`src/rtl/bazz_sched.sv`:
```
// Buzzer sequencer: edge-detected game events are queued and played as beeps.
// Optional BAZZ_PREEMPT_EN lets a higher-priority pending event abort the one playing.
module bazz_sched #(
  parameter int unsigned TICK_DIV   = 50000,
  parameter int unsigned HALF_HIT   = 25000,
  parameter int unsigned HALF_WALL  = 50000,
  parameter int unsigned HALF_FELL  = 100000,
  parameter int unsigned DUR_HIT    = 50,
  parameter int unsigned DUR_WALL   = 30,
  parameter int unsigned DUR_FELL   = 150,
  parameter int unsigned GAP_TICKS  = 20,
  parameter int unsigned BEEPS_FELL = 3
) (
  input  logic       clk,
  input  logic       rst_n,
  input  logic       ev_hit,
  input  logic       ev_wall,
  input  logic       ev_fell,
  output logic       buzz_n,
  output logic       busy,
  output logic [1:0] cur_ev,
  output logic       done
);

  localparam int unsigned HALF_HW  = (HALF_HIT > HALF_WALL) ? HALF_HIT : HALF_WALL;
  localparam int unsigned HALF_MAX = (HALF_HW > HALF_FELL) ? HALF_HW : HALF_FELL;
  localparam int unsigned DUR_HW   = (DUR_HIT > DUR_WALL) ? DUR_HIT : DUR_WALL;
  localparam int unsigned DUR_MAX  = (DUR_HW > DUR_FELL) ? DUR_HW : DUR_FELL;
  localparam int unsigned TCK_MAX  = (DUR_MAX > GAP_TICKS) ? DUR_MAX : GAP_TICKS;

  localparam int unsigned PW = (TICK_DIV > 1)   ? $clog2(TICK_DIV)   : 1;
  localparam int unsigned HW = (HALF_MAX > 1)   ? $clog2(HALF_MAX)   : 1;
  localparam int unsigned TW = (TCK_MAX > 1)    ? $clog2(TCK_MAX)    : 1;
  localparam int unsigned BW = (BEEPS_FELL > 1) ? $clog2(BEEPS_FELL) : 1;

  localparam logic [PW-1:0] PRESC_LAST = PW'(TICK_DIV - 1);
  localparam logic [HW-1:0] HL_HIT     = HW'(HALF_HIT - 1);
  localparam logic [HW-1:0] HL_WALL    = HW'(HALF_WALL - 1);
  localparam logic [HW-1:0] HL_FELL    = HW'(HALF_FELL - 1);
  localparam logic [TW-1:0] DL_HIT     = TW'(DUR_HIT - 1);
  localparam logic [TW-1:0] DL_WALL    = TW'(DUR_WALL - 1);
  localparam logic [TW-1:0] DL_FELL    = TW'(DUR_FELL - 1);
  localparam logic [TW-1:0] GAP_LAST   = TW'((GAP_TICKS == 0) ? 0 : GAP_TICKS - 1);
  localparam logic [BW-1:0] FELL_LAST  = BW'((BEEPS_FELL == 0) ? 0 : BEEPS_FELL - 1);
  localparam bit            HAS_GAP    = (GAP_TICKS != 0);

  // Codes are ordered so that a numerically larger code means higher priority.
  localparam logic [1:0] EV_NONE = 2'd0;
  localparam logic [1:0] EV_WALL = 2'd1;
  localparam logic [1:0] EV_HIT  = 2'd2;
  localparam logic [1:0] EV_FELL = 2'd3;

  typedef enum logic [1:0] {S_IDLE, S_PLAY, S_GAP} state_t;

  state_t        state;
  logic [2:0]    ev_q;
  logic [2:0]    pending;
  logic [PW-1:0] presc;
  logic [HW-1:0] half_cnt;
  logic [TW-1:0] tick_cnt;
  logic [BW-1:0] beep_cnt;

  logic [2:0]    ev_vec, rise, grant_mask;
  logic [1:0]    pend_code;
  logic [HW-1:0] half_last;
  logic [TW-1:0] dur_last;
  logic [BW-1:0] beep_last;
  logic          preempt, tick, beep_end, gap_end, last_beep;
  logic          ev_start, to_gap, svc_end, to_idle, rebeep, restart;

  always_comb begin
    ev_vec    = {ev_fell, ev_hit, ev_wall};
    rise      = ev_vec & ~ev_q;
    half_last = '0;
    dur_last  = '0;
    beep_last = '0;
    case (cur_ev)
      EV_WALL: begin half_last = HL_WALL; dur_last = DL_WALL; end
      EV_HIT:  begin half_last = HL_HIT;  dur_last = DL_HIT;  end
      EV_FELL: begin half_last = HL_FELL; dur_last = DL_FELL; beep_last = FELL_LAST; end
      default: ;
    endcase

    if (pending[2])      pend_code = EV_FELL;
    else if (pending[1]) pend_code = EV_HIT;
    else if (pending[0]) pend_code = EV_WALL;
    else                 pend_code = EV_NONE;

`ifdef BAZZ_PREEMPT_EN
    preempt = (state != S_IDLE) && (pend_code > cur_ev);
`else
    preempt = 1'b0;
`endif

    tick      = (presc == PRESC_LAST);
    beep_end  = (state == S_PLAY) && tick && (tick_cnt == dur_last);
    gap_end   = (state == S_GAP) && tick && (tick_cnt == GAP_LAST);
    last_beep = (beep_cnt == beep_last);
    ev_start  = ((state == S_IDLE) && (pending != '0)) || preempt;
    // With no gap configured a finished beep goes straight to the next beep or to IDLE.
    to_gap    = !ev_start && beep_end && HAS_GAP;
    svc_end   = !ev_start && (gap_end || (beep_end && !HAS_GAP));
    to_idle   = svc_end && last_beep;
    rebeep    = svc_end && !last_beep;
    restart   = ev_start || rebeep || to_gap || to_idle;

    grant_mask = '0;
    if (ev_start) begin
      case (pend_code)
        EV_FELL: grant_mask = 3'b100;
        EV_HIT:  grant_mask = 3'b010;
        EV_WALL: grant_mask = 3'b001;
        default: grant_mask = '0;
      endcase
    end
  end

  always_ff @(posedge clk or negedge rst_n) begin
    if (!rst_n) begin
      state    <= S_IDLE;
      ev_q     <= '0;
      pending  <= '0;
      presc    <= '0;
      half_cnt <= '0;
      tick_cnt <= '0;
      beep_cnt <= '0;
      buzz_n   <= 1'b1;
      busy     <= 1'b0;
      cur_ev   <= EV_NONE;
      done     <= 1'b0;
    end else begin
      ev_q    <= ev_vec;
      // A re-edge on the cycle its bit is granted keeps the bit set.
      pending <= (pending & ~grant_mask) | rise;
      done    <= to_idle;

      if (restart || state == S_IDLE) begin
        presc    <= '0;
        tick_cnt <= '0;
      end else begin
        presc <= tick ? '0 : presc + 1'b1;
        if (tick) tick_cnt <= tick_cnt + 1'b1;
      end

      if (state == S_PLAY && !restart) begin
        if (half_cnt == half_last) begin
          half_cnt <= '0;
          buzz_n   <= ~buzz_n;
        end else begin
          half_cnt <= half_cnt + 1'b1;
        end
      end else begin
        half_cnt <= '0;
      end

      if (ev_start) begin
        state    <= S_PLAY;
        cur_ev   <= pend_code;
        busy     <= 1'b1;
        buzz_n   <= 1'b0;
        beep_cnt <= '0;
      end else if (rebeep) begin
        state    <= S_PLAY;
        buzz_n   <= 1'b0;
        beep_cnt <= beep_cnt + 1'b1;
      end else if (to_gap) begin
        state    <= S_GAP;
        buzz_n   <= 1'b1;
      end else if (to_idle) begin
        state    <= S_IDLE;
        buzz_n   <= 1'b1;
        busy     <= 1'b0;
        cur_ev   <= EV_NONE;
        beep_cnt <= '0;
      end
    end
  end

endmodule
```
`config.mk`:
```
export PLATFORM = sky130hd
export DESIGN_NAME = bazz_sched
export DESIGN_NICKNAME = d
export VERILOG_FILES = /design/src/rtl/bazz_sched.sv
export SDC_FILE = /design/constraint.sdc
export NUM_CORES = 1
export LEC_CHECK = 0
export ABC_CLOCK_PERIOD_IN_PS = 2220
export BUFFER_PORTS_ARGS = -buffer_cell sky130_fd_sc_hd__buf_2
export CAP_MARGIN = 25
export CORE_ASPECT_RATIO = 1.75
export CORE_MARGIN = 4
export CORE_UTILIZATION = 53
export DETAILED_ROUTE_END_ITERATION = 16
export PLACE_DENSITY = 0.79
export SETUP_SLACK_MARGIN = 0.1
export SLEW_MARGIN = 20
export SYNTH_ARGS = -nofsm -noshare
export SYNTH_HDL_FRONTEND = slang
export SYNTH_SLANG_ARGS = --single-unit
```
`constraint.sdc`:
```
create_clock -name clk -period 2.22 [get_ports clk]
set_input_delay 0.333 -clock clk [delete_from_list [all_inputs] [get_ports clk]]
set_output_delay 0.333 -clock clk [all_outputs]
set_load 0.01 [all_outputs]
```
After elaboration in Yosys (flattened, before gate mapping)
Index checks and enable logic that the tools add are counted.

word-level totals
  register bits = 56
  input bits = 5
  output and inout bits = 5

operators by class
  $add $sub $neg = 4
  equality and inequality tests = 16
  multiplexer cells = 33
  bitwise gates (word level) = 6
  reductions and logical operators = 28

operators by type and width
  operator                 number
  $pmux W17 S3             1
  $mux W17                 2
  $mux W16                 2
  $mux W2                  12
  $pmux W8 S3              1
  $add A17 B1 Y17 const B  1
  $eq A17 B17 Y1           1
  $add A16 B1 Y16 const B  1
  $eq A16 B16 Y1 const B   1
  $mux W8                  2
  $mux W1                  11
  $eq A2 B2 Y1 const B     5
  $logic_and A1 B1 Y1      10
  $reduce_bool A5 Y1       2
  $pmux W3 S3              1
  $add A8 B1 Y8 const B    1
  $eq A8 B5 Y1 const B     1
  $eq A8 B8 Y1             1
  $and A3 B3 Y3            2
  $eq A2 B1 Y1 const B     3
  $not A3 Y3               2
  $reduce_bool A3 Y1       2
  $logic_or A1 B1 Y1       4
  $ne A2 B2 Y1 const B     2
  other kinds (12)         16

Logic depth before layout (Yosys ltp)
Gate-level depths: netlist of the first run.

  depth after elaboration = 15
  gate-level depth with buffers = 9

Worst setup path before layout of the first run
No wires, ideal clock.

  path type = reg2reg
  start point = reg cur_ev[0]
  end point = reg half_cnt[9]
  setup time = 0.119 ns
  arrival = 2.148 ns
  data required time = 2.101 ns
  setup slack = -0.046 ns
  stages on the path, launching flop included = 8
  buffers on the path = 1
  period minus slack after synthesis = 2.266 ns
  path through = dfrtp_1 ha_1 or4_1 a222oi_1 nand4_1 nand4b_2 buf_4 nor2_1

on the way
  cells in the longest elaborated chain, start to end = 11
  elaborated cells between the ends (all ways) = 21
  those cells by class = eq/ne: 6; mux: 5; reduce/logical: 10

RTL lines
  element                                               line  source
  start: declaration                                    21    output logic [1:0] cur_ev,
  start signal: assignment                              158   cur_ev <= pend_code;
  branches (longest 10 deep; another with $pmux W8 S3)  -
  $mux W17 *                                            145   if (state == S_PLAY && !restart) begin
  end signal: assignment                                150   half_cnt <= half_cnt + 1'b1;
  end: declaration                                      59    logic [HW-1:0] half_cnt;

Mark *: on every way between the ends.
A chain may end at the register's enable or synchronous reset.

Final worst setup path of the first run
  start point = reg cur_ev[1]
  end point = reg buzz_n

on the way
  cells in the longest elaborated chain, start to end = 12
  elaborated cells between the ends (all ways) = 26
  those cells by class = eq/ne: 6; mux: 7; reduce/logical: 13

RTL lines
  element                                               line  source
  branches (longest 12 deep; another with $pmux W8 S3)  -
  end signal: assignment                                148   buzz_n <= ~buzz_n;
  end: declaration                                      19    output logic buzz_n,

Parallel ways; which one is timed is not known.

==> results of run 1 <==
[per-layer routing]
metal | track usage | up-vias | share of wire
li1 | - | 1063 | -
met1 | 0.211 | 1097 | 0.36
met2 | 0.366 | 59 | 0.57
met3 | 0.0290 | 25 | 0.033
met4 | 0.0804 | 0 | 0.039
met5 | 0 | - | 0
[repair_timing]
item	4_1_cts	5_1_grt
gates cloned	2	0
gates resized for setup	3	13
pin swaps	3	18
setup buffers	3	2
setup endpoints to repair	17	29
hold buffers	0	0
[kinds of logic after synthesis]
logic type / share of synthesized area
DFF: 0.495
AOI/OAI and AO/OA: 0.0583
adders and majority gates: 0.0398
and+or+nand+nor: 0.249
buffers and inverters: 0.0243
muxes: 0.00353
xor gates and xnor gates: 0.130
[per-stage QoR]
stage	setup TNS (ns)	util	instances
global route	-2.11	0.628	378
floorplan	0	-	292
CTS	0	0.617	376
global placement	0	0.588	363
detailed placement	-0.00268	0.588	363
finish	-0.923	0.628	378
[state kept, by name, summed over array words and instances, names as in the netlist]
signal,cells
half_cnt,17
pending,3
state,2
beep_cnt,2
busy,1
tick_cnt,8
done,1
ev_q,3
buzz_n,1
cur_ev,2
presc,16
[power groups by stage]
stage	Sequential (W)	Combinational, W	Clock, W
global placement	0.00104	0.0000293	0
CTS	0.00102	0.0000299	0.000569
finish	0.00102	0.0000282	0.000547
detailed placement	0.00104	0.0000299	0
global route	0.00102	0.0000335	0.000611
floorplan	0.00104	0.000000834	0
[cell usage after synthesis, drive strengths merged]
| master | count |
|---|---|
| a31oi | 1 |
| nor3 | 7 |
| and3b | 1 |
| nand4b | 1 |
| clkbuf | 3 |
| o21ai | 13 |
| nand2 | 20 |
| or4b | 2 |
| inv | 12 |
| buf | 2 |
| a22o | 1 |
| a22oi | 2 |
| o21bai | 1 |
| and3 | 4 |
| o31ai | 1 |
| mux2i | 1 |
| xnor2 | 24 |
| or4 | 1 |
| or3 | 6 |
| nor4 | 2 |
| o21a | 1 |
| o22ai | 1 |
| nor4b | 2 |
| ha | 9 |
| nor4bb | 2 |
| a21oi | 3 |
| o2bb2ai | 1 |
| nand3b | 1 |
| nand2b | 1 |
| or2 | 1 |
| a222oi | 1 |
| xor2 | 18 |
| nor3b | 1 |
| dfstp | 1 |
| and4 | 2 |
| dfrtp | 55 |
| nand4 | 11 |
| a21o | 1 |
| nor2 | 56 |
| nand3 | 19 |
[area by class of cell]
class / count / area share
Clock inverter: 2 / 0.00497
Inverter: 12 / 0.0138
Multi-Input combinational cell: 221 / 0.451
Sequential cell: 56 / 0.429
Timing Repair Buffer: 26 / 0.0577
Clock buffer: 6 / 0.0222
Tap cell: 55 / 0.0210
[worst min path at each step]
stage,from,endpoint,slack [ns],cells after the start
2_1_floorplan,rst_n,beep_cnt[0],0.04,0
3_3_place_gp,rst_n,tick_cnt[3],0.38,1
3_5_place_dp,rst_n,tick_cnt[2],0.38,1
4_1_cts,rst_n,half_cnt[3],0.05,1
5_1_grt,rst_n,half_cnt[8],0.07,1
6_report,rst_n,half_cnt[5],0.03,1
==> results list, run 1 <==
- Outcome: finished with violations
- The final reports fail on negative setup slack.
- Final Power: 0.00160 W
- Most frequent standard cell in the layout excluding fill and tap cells: dfrtp_1
* DRC: 0
* Top cell type's share of synthesized area: 0.486
* Post-detailed-placement cell area: 3060 µm²
- Synthesized flop and latch total: 56
- Number of antenna violations at the first check in global routing: 0
- Total setup violations reported at the end of the flow: 18
- The internal portion of the total power is 0.00125 W.
- By startpoint and endpoint, the worst setup path is classified as reg -> reg.
- The die covers about 6600 µm².
* Max Clock Skew: 0.00907 ns
* Syn Inst Count: 292
- Initial standard-cell utilization of the core: 0.544
- Total leakage power: approximately 1.4 nW
- Of the total power, combinational logic draws 0.018.
* Slowest library cell on the worst path: dfrtp_2
* Largest driver fanout on the critical path: 5
- In this design, the stage delay of the slowest critical-path cell is 0.45 ns.
- Unrepaired setup endpoints after global routing: yes
* Startpoint Class: flip-flop
* Total wirelength of the detailed-routed design: 6.14 mm
- Combined buffer and inverter count along the critical path: 1
- Summing every instance area after synthesis gives approximately 2800 µm².
- Crit path required time: 2.45 ns
* Fraction of final layout cells sized beyond drive strength 1: 0.176
* Clock tree from TritonCTS: built
* Endpoint type of the worst setup path: flip-flop
* FP Rows: 35
- WP data arrival: 2.54 ns
- The routed design could run at a clock period as short as 2.31 ns.
* Endpoint of the worst-slack reg-to-reg timing path: buzz_n
- The clock passes through at most 2 buffers.
- Maximum number of pins on one net before global-route repair: 32
- Iter 0 DRT Violations: 138
* Reg-to-reg startpoint: cur_ev[1]
* Critical path startpoint: cur_ev[1]
- Global-route usage over all layers: 0.194
* Tightest slew margin relative to the limit: 0.592
- Of the total power, the clock network draws 0.342.
* Area of all placed cells without fillers: 3270 µm²
- Of the synthesized area, sequential elements account for 0.495.
- Switching power: about 0.00034 W
* First-pass GRT wire length: 10.4 mm
- Across the run, the number of max-cap violations was 0.
- From bottom edge to top edge, the die measures 105 µm.
- The tree is rooted in a clkbuf_8.
* Class of the most critical hold timing path: in -> async
- Power density of the placed cells: 488 nW/µm²
- After clock tree synthesis, the clock-pin slew on the worst setup and hold paths is 0.10 ns.
- OpenSTA, run right after detailed placement, puts the worst setup slack at -0.00268 ns.
- In this run the horizontal extent of the chip is 63.3 µm.
- In this run the tool buffered the top-level ports with 9 buffer cells.
- Min Hold Slack: 0.0250 ns
- Final-report hold violation count: 0
- # H-tree levels: 2
- Syn Nets: ~300
- Portion of the clock cycle consumed by the worst path in the final layout: 1.04
- Largest cells by area after synthesis: dfrtp_1 (49%), nor2_1 (7.4%), xnor2_1 (7.4%), xor2_1 (5.6%), ha_1 (4.0%)
* Highest attainable clock frequency: 434 MHz
- Clock Sink Count: 56
- Registers take 1410 µm².
* Switching share of power: 0.215
- Area inside the core boundary: 5210 µm²
- Dividing the synthesized area by the synthesized cell count gives just under 10 µm².
- Critical path destination: buzz_n
- Measured in cells, the most critical reg-to-reg path has a length of 8.
* Number of global-route vias before repair: 2307
- Post-synth cell types: 44
* Cell class contributing the biggest share of worst-path delay: simple AND/OR/NAND/NOR gates
* Total via count after detailed routing: 2244
- In this run the number of cells on the critical path is 8.
- The Yosys step of the flow raised 0 warnings.
* Sequential power share: 0.640
- The layout has 392 filler cells.
- N_diodes: 0
* Half-perimeter wire length after placement: 4.14 mm
- Total number of nets in the final design: 336
- Register-to-Register Setup Slack: -0.09 ns
- Largest area contributor in the synthesized netlist: dfrtp_1
* Peak supply drop: 0.479 mV
- Cell-by-cell trace of the critical path: buf_4 > ha_1 > or3_1 > a22oi_1 > nand4_1 > nor3b_2 > xnor2_1 > a31oi_1
- Fin worst setup slack: -0.0851 ns
- The top cell types in the final layout, fill and taps aside, are dfrtp_1 (53), nor2_1 (51), xnor2_1 (24).
* Max Slew Vio Count: 0
- Via density per instance: 5.94
- Iteration count of the initial detailed-routing pass: 4
- The clock reaches the later pin of the worst-skew pair after between 0.3 and 0.4 ns.
- Compared with the post-synthesis result, the final layout area differs by 15.5%.
- TritonCTS created 5 clock buffers.
- Wirelength per Cell: 16.2 µm
- At the pin with the least slew margin, the transition time is 0.613 ns.
- Count of nets left with antenna violations after detail routing: 0
- Area of combinational cells with multiple inputs: between 1000 and 1500 µm²
- The total overflow left after global routing is 0.
- Number of placed I/O pins: 10
* Global placement routability congestion: 0.869
No activity file was read; power rests on OpenSTA's default activity.
==> run 2: changes to the inputs <==
- SETUP_SLACK_MARGIN: 0.1 -> 0.4
==> run 2 against run 1 <==
- the run still ends with negative setup slack left
- sequential power is essentially flat
- combinational power is essentially flat
- routed wire length increased by 20%
- clock-buffer cell count is 1 lower
- register-to-register slack improved by 0.04 ns
- clock skew up 0.0045 ns
- non-clock buffer count increased by 14
- global-route usage up 2.7 points
==> results list, run 2 (synthesized netlist as in run 1, its figures left out) <==
- The flow ran to the end, but the final reports show violations.
- Violations in the final reports: negative setup slack
* Area taken by flip-flops and latches: 1410 µm² (+0.27%)
- Relative to the synthesized area, the layout overhead comes to 27.1%.
- The worst endpoint data arrival time is 2.48 ns (-0.06 ns).
* Cell-by-cell trace of the critical path: inv_2 > ha_4 > or4b_2 > o21ai_1 > nand4_1 > buf_4 > nand4b_4 > clkbuf_16 > nor2_2
* Endpoint type of the worst setup path: flip-flop
- Flip-flop count of the largest register, all copies and words added: 17 (unchanged)
- The fraction of the cycle the final worst path needs was 1.02 (-0.0193).
- The final critical path time including I/O delays and setup is 2.26 ns (-0.0427 ns).
- The count of boundary I/O pins came to 10 (unchanged).
- Pre-CTS worst setup slack: -0.00442 ns (-0.00175 ns)
- On the critical path the largest part of the delay comes from simple AND/OR/NAND/NOR gates.
* Total wirelength of the detailed-routed design: 7.34 mm (+20%)
- Initial standard-cell utilization of the core: 0.544 (unchanged)
- Max Clock Skew: 0.0136 ns (+0.00449 ns)
- The worst setup path is launched from a flip-flop.
- The width of the die came to 63.3 µm (unchanged).
- Largest driver fanout on the critical path: 8 (+3)
- First-pass GRT wire length: 11.5 mm (+11%)
* Area inside the core boundary: 5210 µm² (unchanged)
- Die Y-Extent: 105 µm (unchanged)
- The routed wire length per instance came to 18.8 µm (+16%).
* Combined buffer and inverter count along the critical path: 3 (+2)
- In the final layout, the registers with the most flip-flops are half_cnt (17), presc (16), tick_cnt (8).
- Number of maximum-capacitance constraint violations: 0 (unchanged)
- Post-detailed-placement cell area: 3050 µm² (-0.29%)
- The worst setup path is of the reg -> reg kind.
* TritonCTS Buffers: 5 (unchanged)
- Count of nets left with antenna violations after detail routing: 0 (unchanged)
- Slew of the pin with the lowest slew margin: 0.586 ns (-0.0265 ns)
- Fraction of final layout cells sized beyond drive strength 1: 0.304 (+0.128)
* Via density per instance: 5.98 (+0.68%)
- The total routing resource utilization after global routing was 0.221 (+0.0271).
- Buffers added on ports: 9 (unchanged)
* Slowest Stage Delay on Critical Path: 0.59 ns (+0.14 ns)
* Switching power: 0.000374 W (+8.6%)
- The pin count of the biggest net entering global routing is 34 (+6.3%).
- Min Hold Slack: 0.000352 ns (-0.0247 ns)
- The maximum root-to-sink buffer count was 2 (unchanged).
* P_int: 0.00137 W (+9.4%)
- The min-delay analysis places its worst path in the category in -> async.
- The area of the die was 6620 µm² (unchanged).
- Power density of the placed cells: 485 nW/µm² (-0.71%)
- Iter 0 DRT Violations: 250 (+81%)
- Among all stages on the critical path, the largest delay is contributed by or4b_2.
- Area of combinational cells with multiple inputs: 1620 µm² (+9.4%)
- The worst slew margin relative to its limit is 0.609 (+0.0177).
- Sequential power share: 0.586 (-0.054)
- TritonCTS built the clock tree.
* Final-report hold violation count: 0 (unchanged)
- The first-pass detailed-route iteration total came to 4 (unchanged).
* Peak supply drop: 0.395 mV (-18%)
- The H-tree depth reported by CTS came to 2 (unchanged).
* Total number of nets in the final design: 348 (+3.6%)
- The global-route congestion overflow total is 0 (unchanged).
- Total leakage power: 1.53 nW (+6.2%)
- Comb power frac: 0.016 (-0.002)
- Number of global-route vias before repair: 2488 (+7.8%)
* Share of total power in the clock network: 0.398 (+0.056)
* Clock-pin slew on the worst setup and hold paths: 0.11 ns (about the same)
* Root buffer cell: clkbuf_8
- Half-perimeter wire length after placement: 4.15 mm (+0.24%)
* Area of all placed cells without fillers: 3600 µm² (+10%)
- Leaving out fill and tap cells, the most frequent cell in the layout is dfrtp_1.
- The remaining routing DRC violations was 0 (unchanged).
- Clock latency on the worst-skew pair: 0.32 ns (about the same)
- The worst path required time is 2.44 ns (about the same).
* Unrepaired setup endpoints after global routing: yes
- Total via count after detailed routing: 2331 (+3.9%)
- Commonest non-fill, non-tap cells in the layout: dfrtp_1 (50), nor2_1 (42), buf_4 (24)
- The row count is 35 (unchanged).
- Switching share of power: 0.214 (-0.00126)
* Clock Sink Count: 56 (unchanged)
* Highest attainable clock frequency: 442 MHz (+1.9%)
- Largest Register: half_cnt
- The number of filler cells placed in the layout came to 337 (-14%).
* N_diodes: 0 (unchanged)
* Max Slew Vio Count: 0 (unchanged)
- The final weighted congestion in routability-driven placement is 0.822 (-5.4%).
- The number of antenna violations at the first check in global routing was 0 (unchanged).
- Fin worst setup slack: -0.0423 ns (+0.0427 ns)
- Total setup violations reported at the end of the flow: 17 (-1)
==> run 2: changes by cell type in the layout (fill, tap and decap cells not counted), moves of 4 or more <==
| cell | delta |
|---|---|
| buf_4 | +9 |
| nor2_1 | -9 |
| nor2_2 | +5 |
| ha_1 | -4 |
| nor2_4 | +4 |
| nor3_1 | -4 |
| nor3_2 | +4 |
==> run 2: metal layers <==
metal,part of all wire,global-route usage
met1,0.36,0.223
met2,0.56,0.417
met3,0.032,0.0280
met4,0.043,0.136
met5,0,0
==> run 2: worst reg2reg max path, cell delays in order, from the launching register on <==
cell       delay [ns]
dfrtp_2          0.48
inv_2            0.13
ha_4             0.15
or4b_2           0.59
o21ai_1          0.11
nand4_1          0.16
buf_4            0.19
nand4b_4         0.12
clkbuf_16        0.18
nor2_2           0.04
==> run 2: power by group through the flow <==
| stage | logic (W) | registers, W | clock network, W |
|---|---|---|---|
| after floorplan | 0.000000833 | 0.00104 | 0 |
| after global placement | 0.0000291 | 0.00104 | 0 |
| after detailed placement | 0.0000299 | 0.00104 | 0 |
| after CTS | 0.0000297 | 0.00102 | 0.000698 |
| after global routing | 0.0000333 | 0.00102 | 0.000756 |
| final | 0.0000282 | 0.00102 | 0.000694 |
==> run 2: cell type report <==
class / count / share of cell area
multi-input combinational: 219 / 0.449
clock buffer: 5 / 0.0191
timing repair buffer: 40 / 0.0956
inverter: 12 / 0.0132
sequential: 56 / 0.391
tap: 55 / 0.0191
clock inverter: 3 / 0.0129
==> run 2: what timing repair did <==
item	CTS	global route
buffers inserted	13	8
endpoints found under the setup margin	49	49
hold buffers	0	0
gates resized for setup	37	24
hold endpoints to repair	0	0
pin swaps	17	12
cloned	1	0
==> run 2: through the flow <==
stage,cells,total power (W),setup TNS [ns],utilization
2_1_floorplan,292,0.00104,0,-
3_3_place_gp,360,0.00107,0,0.586
3_5_place_dp,360,0.00107,-0.00442,0.586
4_1_cts,382,0.00175,0,0.661
5_1_grt,390,0.00181,-1.21,0.691
6_report,390,0.00174,-0.349,0.691
==> run 2: final timing paths <==
check	slack, ns	depth (start not counted)	endpoint	startpoint
worst max-delay path	-0.04	9	half_cnt[13]	cur_ev[0]
worst min-delay path	0.0004	1	half_cnt[12]	rst_n
worst max register to register	-0.04	9	half_cnt[13]	cur_ev[0]
worst min register to register	0.42	1	pending[2]	ev_q[2]
max in group asynchronous	1.59	2	buzz_n	rst_n
min in group clk	0.13	1	ev_q[2]	ev_fell
==> run 3: changes to the inputs <==
--- a/config.mk
+++ b/config.mk
@@ -8,3 +8,2 @@
 export ABC_CLOCK_PERIOD_IN_PS = 2220
-export BUFFER_PORTS_ARGS = -buffer_cell sky130_fd_sc_hd__buf_2
 export CAP_MARGIN = 25
@@ -14,3 +13,4 @@
 export DETAILED_ROUTE_END_ITERATION = 16
-export PLACE_DENSITY = 0.79
+export DONT_BUFFER_PORTS = 1
+export PLACE_DENSITY = 0.77
 export SETUP_SLACK_MARGIN = 0.4
--- a/constraint.sdc
+++ b/constraint.sdc
@@ -3,2 +3,2 @@
 set_output_delay 0.333 -clock clk [all_outputs]
-set_load 0.01 [all_outputs]
+set_load 0.02 [all_outputs]
==> run 3 against run 2 <==
- the flow now finishes without violations
- power shrank 1.0%
- clock-buffer cell count grew 1
- clock skew up 0.0082 ns
- critical path depth shrank 2
- worst setup slack improved by 0.064 ns
- sequential cell count stayed put
- sequential power about the same
- via count down 6.8%
- utilization fell by 4.5 points
- clock power is 2% lower
- critical endpoint is now half_cnt[3]
==> results list, run 3 (synthesized netlist as in run 1, its figures left out) <==
* Outcome: finished clean
- Area of all placed cells without fillers: 3370 µm² (-6.5%)
* Number of maximum-capacitance constraint violations: 0 (unchanged)
- The global-route congestion overflow total was 0 (unchanged).
- Flip-flop count of the largest register, all copies and words added: 17 (unchanged)
- The via density per instance came to 5.78 (-3.3%).
- The number of buffers created by CTS is 5 (unchanged).
- Counting flops per register, the top entry is half_cnt.
- FP Rows: 35 (unchanged)
- Clock tree from TritonCTS: built
- The number of port buffers came to 0 (-9).
- Number of inserted filler cells in the final layout: 407 (+21%)
- Highest attainable clock frequency: 455 MHz (+2.9%)
- Synthesis-to-finish area growth: 18.9%
* Initial standard-cell utilization of the core: 0.544 (unchanged)
- Tightest slew margin relative to the limit: 0.741 (+0.132)
* Fin worst setup slack: 0.0219 ns (+0.0643 ns)
* Peak supply drop: 0.546 mV (+38%)
* Final-report hold violation count: 0 (unchanged)
* # H-tree levels: 2 (unchanged)
* Total leakage power: 1.45 nW (-5.1%)
- The worst setup path is launched from a flip-flop.
- Portion of the clock cycle consumed by the worst path in the final layout: 0.990 (-0.0290)
- CTS Buffer Depth: 2 (unchanged)
* Final cell utilization of the core: 0.646 (-0.0447)
* Iteration count of the initial detailed-routing pass: 4 (unchanged)
- The area used by multi-input combinational logic is 1520 µm² (-5.9%).
- The die extent in y is 105 µm (unchanged).
* Class of the most critical hold timing path: in -> reg
* Global-route usage over all layers: 0.189 (-0.0319)
- Die Width: 63.3 µm (unchanged)
* DRC: 0 (unchanged)
- The worst-skew pair later-pin latency is 0.32 ns (about the same).
* Total Die Area: 6620 µm² (unchanged)
* Min Tclk post-route: 2.20 ns (-0.0643 ns)
- Leaving out fill and tap cells, the most frequent cell in the layout is nor2_1.
* Wirelength per Cell: 16.3 µm (-14%)
* Total setup violations reported at the end of the flow: 0 (-17)
* Root buffer cell: clkbuf_8
- The minimum setup slack among reg-to-reg paths came to 0.02 ns (+0.06 ns).
- The count of antenna-violating nets left after detailed routing is 0 (unchanged).
- Half-perimeter wire length after placement: 4.11 mm (-0.94%)
* Total number of nets in the final design: 334 (-4.0%)
- The worst setup path is of the reg -> reg kind.
- Total via count after detailed routing: 2173 (-6.8%)
- The library cells used most frequently in the layout, excluding fill and tap cells, are nor2_1 (55), dfrtp_1 (51), xnor2_1 (22), buf_4 (22).
- Fraction of final layout cells sized beyond drive strength 1: 0.209 (-0.0958)
* Endpoint type of the worst setup path: flip-flop
- Area taken by flip-flops and latches: 1410 µm² (about the same)
- The via count of the first global-routing pass is 2203 (-11%).
* Number of placed I/O pins: 10 (unchanged)
- Setup repair after global routing could not meet its margin everywhere.
* Largest registers: half_cnt (17), presc (16), tick_cnt (8)
- Total wirelength of the detailed-routed design: 6.12 mm (-17%)
- Max Clock Skew: 0.0218 ns (+0.00824 ns)
- Power density of the placed cells: 513 nW/µm² (+5.8%)
- The wire length of the first global-routing pass is 10.0 mm (-13%).
* Maximum number of pins on one net before global-route repair: 57 (+68%)
- The final antenna diode count was 0 (unchanged).
- Largest driver fanout on the critical path: 8 (unchanged)
* Crit path required time: 2.42 ns (-0.02 ns)
* Pre-CTS worst setup slack: -0.0361 ns (-0.0317 ns)
- Area inside the core boundary: 5210 µm² (unchanged)
- The clock-pin transition on the worst setup and hold timing paths is 0.11 ns (about the same).
* Iter 0 DRT Violations: 121 (-52%)
- Post-detailed-placement cell area: 3030 µm² (-0.82%)
- The slew at the pin with the worst max-slew slack is 0.383 ns (-0.203 ns).
- Clock Sink Count: 56 (unchanged)
- WP data arrival: 2.40 ns (-0.08 ns)
- The setup TNS is 0 ns (+0.349 ns).
- Max Slew Vio Count: 0 (unchanged)
- The number of antenna violations at the first check in global routing was 0 (unchanged).
- Global placement routability congestion: 0.829 (+0.89%)
[run 3: changes by cell type in the layout (fill, tap and decap cells not counted), moves of 2 or more]
cell    previous run  this run
buf_4             24        22
buf_12             3         0
nor2_1            42        55
buf_6              3         1
nor2_2            10         1
buf_2              9         0
nor2_4             4         0
[run 3: cell type report]
type / instances / share of cell area
flip-flops and latches: 56 / 0.418
well taps: 55 / 0.0204
clock inverters: 2 / 0.0115
multi-input cells: 220 / 0.452
inverters: 12 / 0.0134
clock buffers: 6 / 0.0216
repair buffers: 25 / 0.0635
[run 3: power breakdown]
| group | internal [W] | switching (W) |
|---|---|---|
| Clock | 0.000341 | 0.000335 |
| Combinational | 0.00000668 | 0.0000206 |
| Sequential | 0.00102 | 0.000000724 |
| Total | 0.00137 | 0.000357 |
[run 3: through the flow]
stage	power, W	instances	hold slack, ns
5_1_grt	0.00178	376	0.0217
3_3_place_gp	0.00104	355	0.0392
3_5_place_dp	0.00104	355	0.0388
6_report	0.00173	376	0.0436
2_1_floorplan	0.00104	292	0.0374
4_1_cts	0.00174	371	0.0336
[run 3: worst max-delay path, stage by stage, from the launching register on]
cell	delay, ns
dfrtp_2	0.47
ha_4	0.17
or4_4	0.40
a222oi_1	0.36
nand4_1	0.21
buf_4	0.21
nand4b_2	0.19
nor2_1	0.06
[run 3: final timing paths]
path,from,end,depth (start not counted)
min,ev_wall,ev_q[0],0
max,cur_ev[0],half_cnt[3],7
min in group asynchronous,rst_n,half_cnt[15],2
max reg2reg,cur_ev[0],half_cnt[3],7
min reg2reg,ev_q[0],pending[0],1
max in group asynchronous,rst_n,buzz_n,2
[run 3: repair_timing]
| item | 4_1_cts | 5_1_grt |
|---|---|---|
| gates cloned | 0 | 1 |
| setup buffers | 6 | 4 |
| hold endpoints to repair | 56 | 0 |
| pin swaps | 12 | 10 |
| setup endpoints to repair | 30 | 45 |
| hold buffers | 2 | 0 |
| resized for setup | 17 | 10 |
[run 3: per-layer routing]
layer	up-vias	wire, µm	global-route usage
li1	1051	-	-
met1	1069	2260	0.196
met2	41	3560	0.370
met3	12	165	0.0312
met4	0	131	0.0680
met5	-	0	0
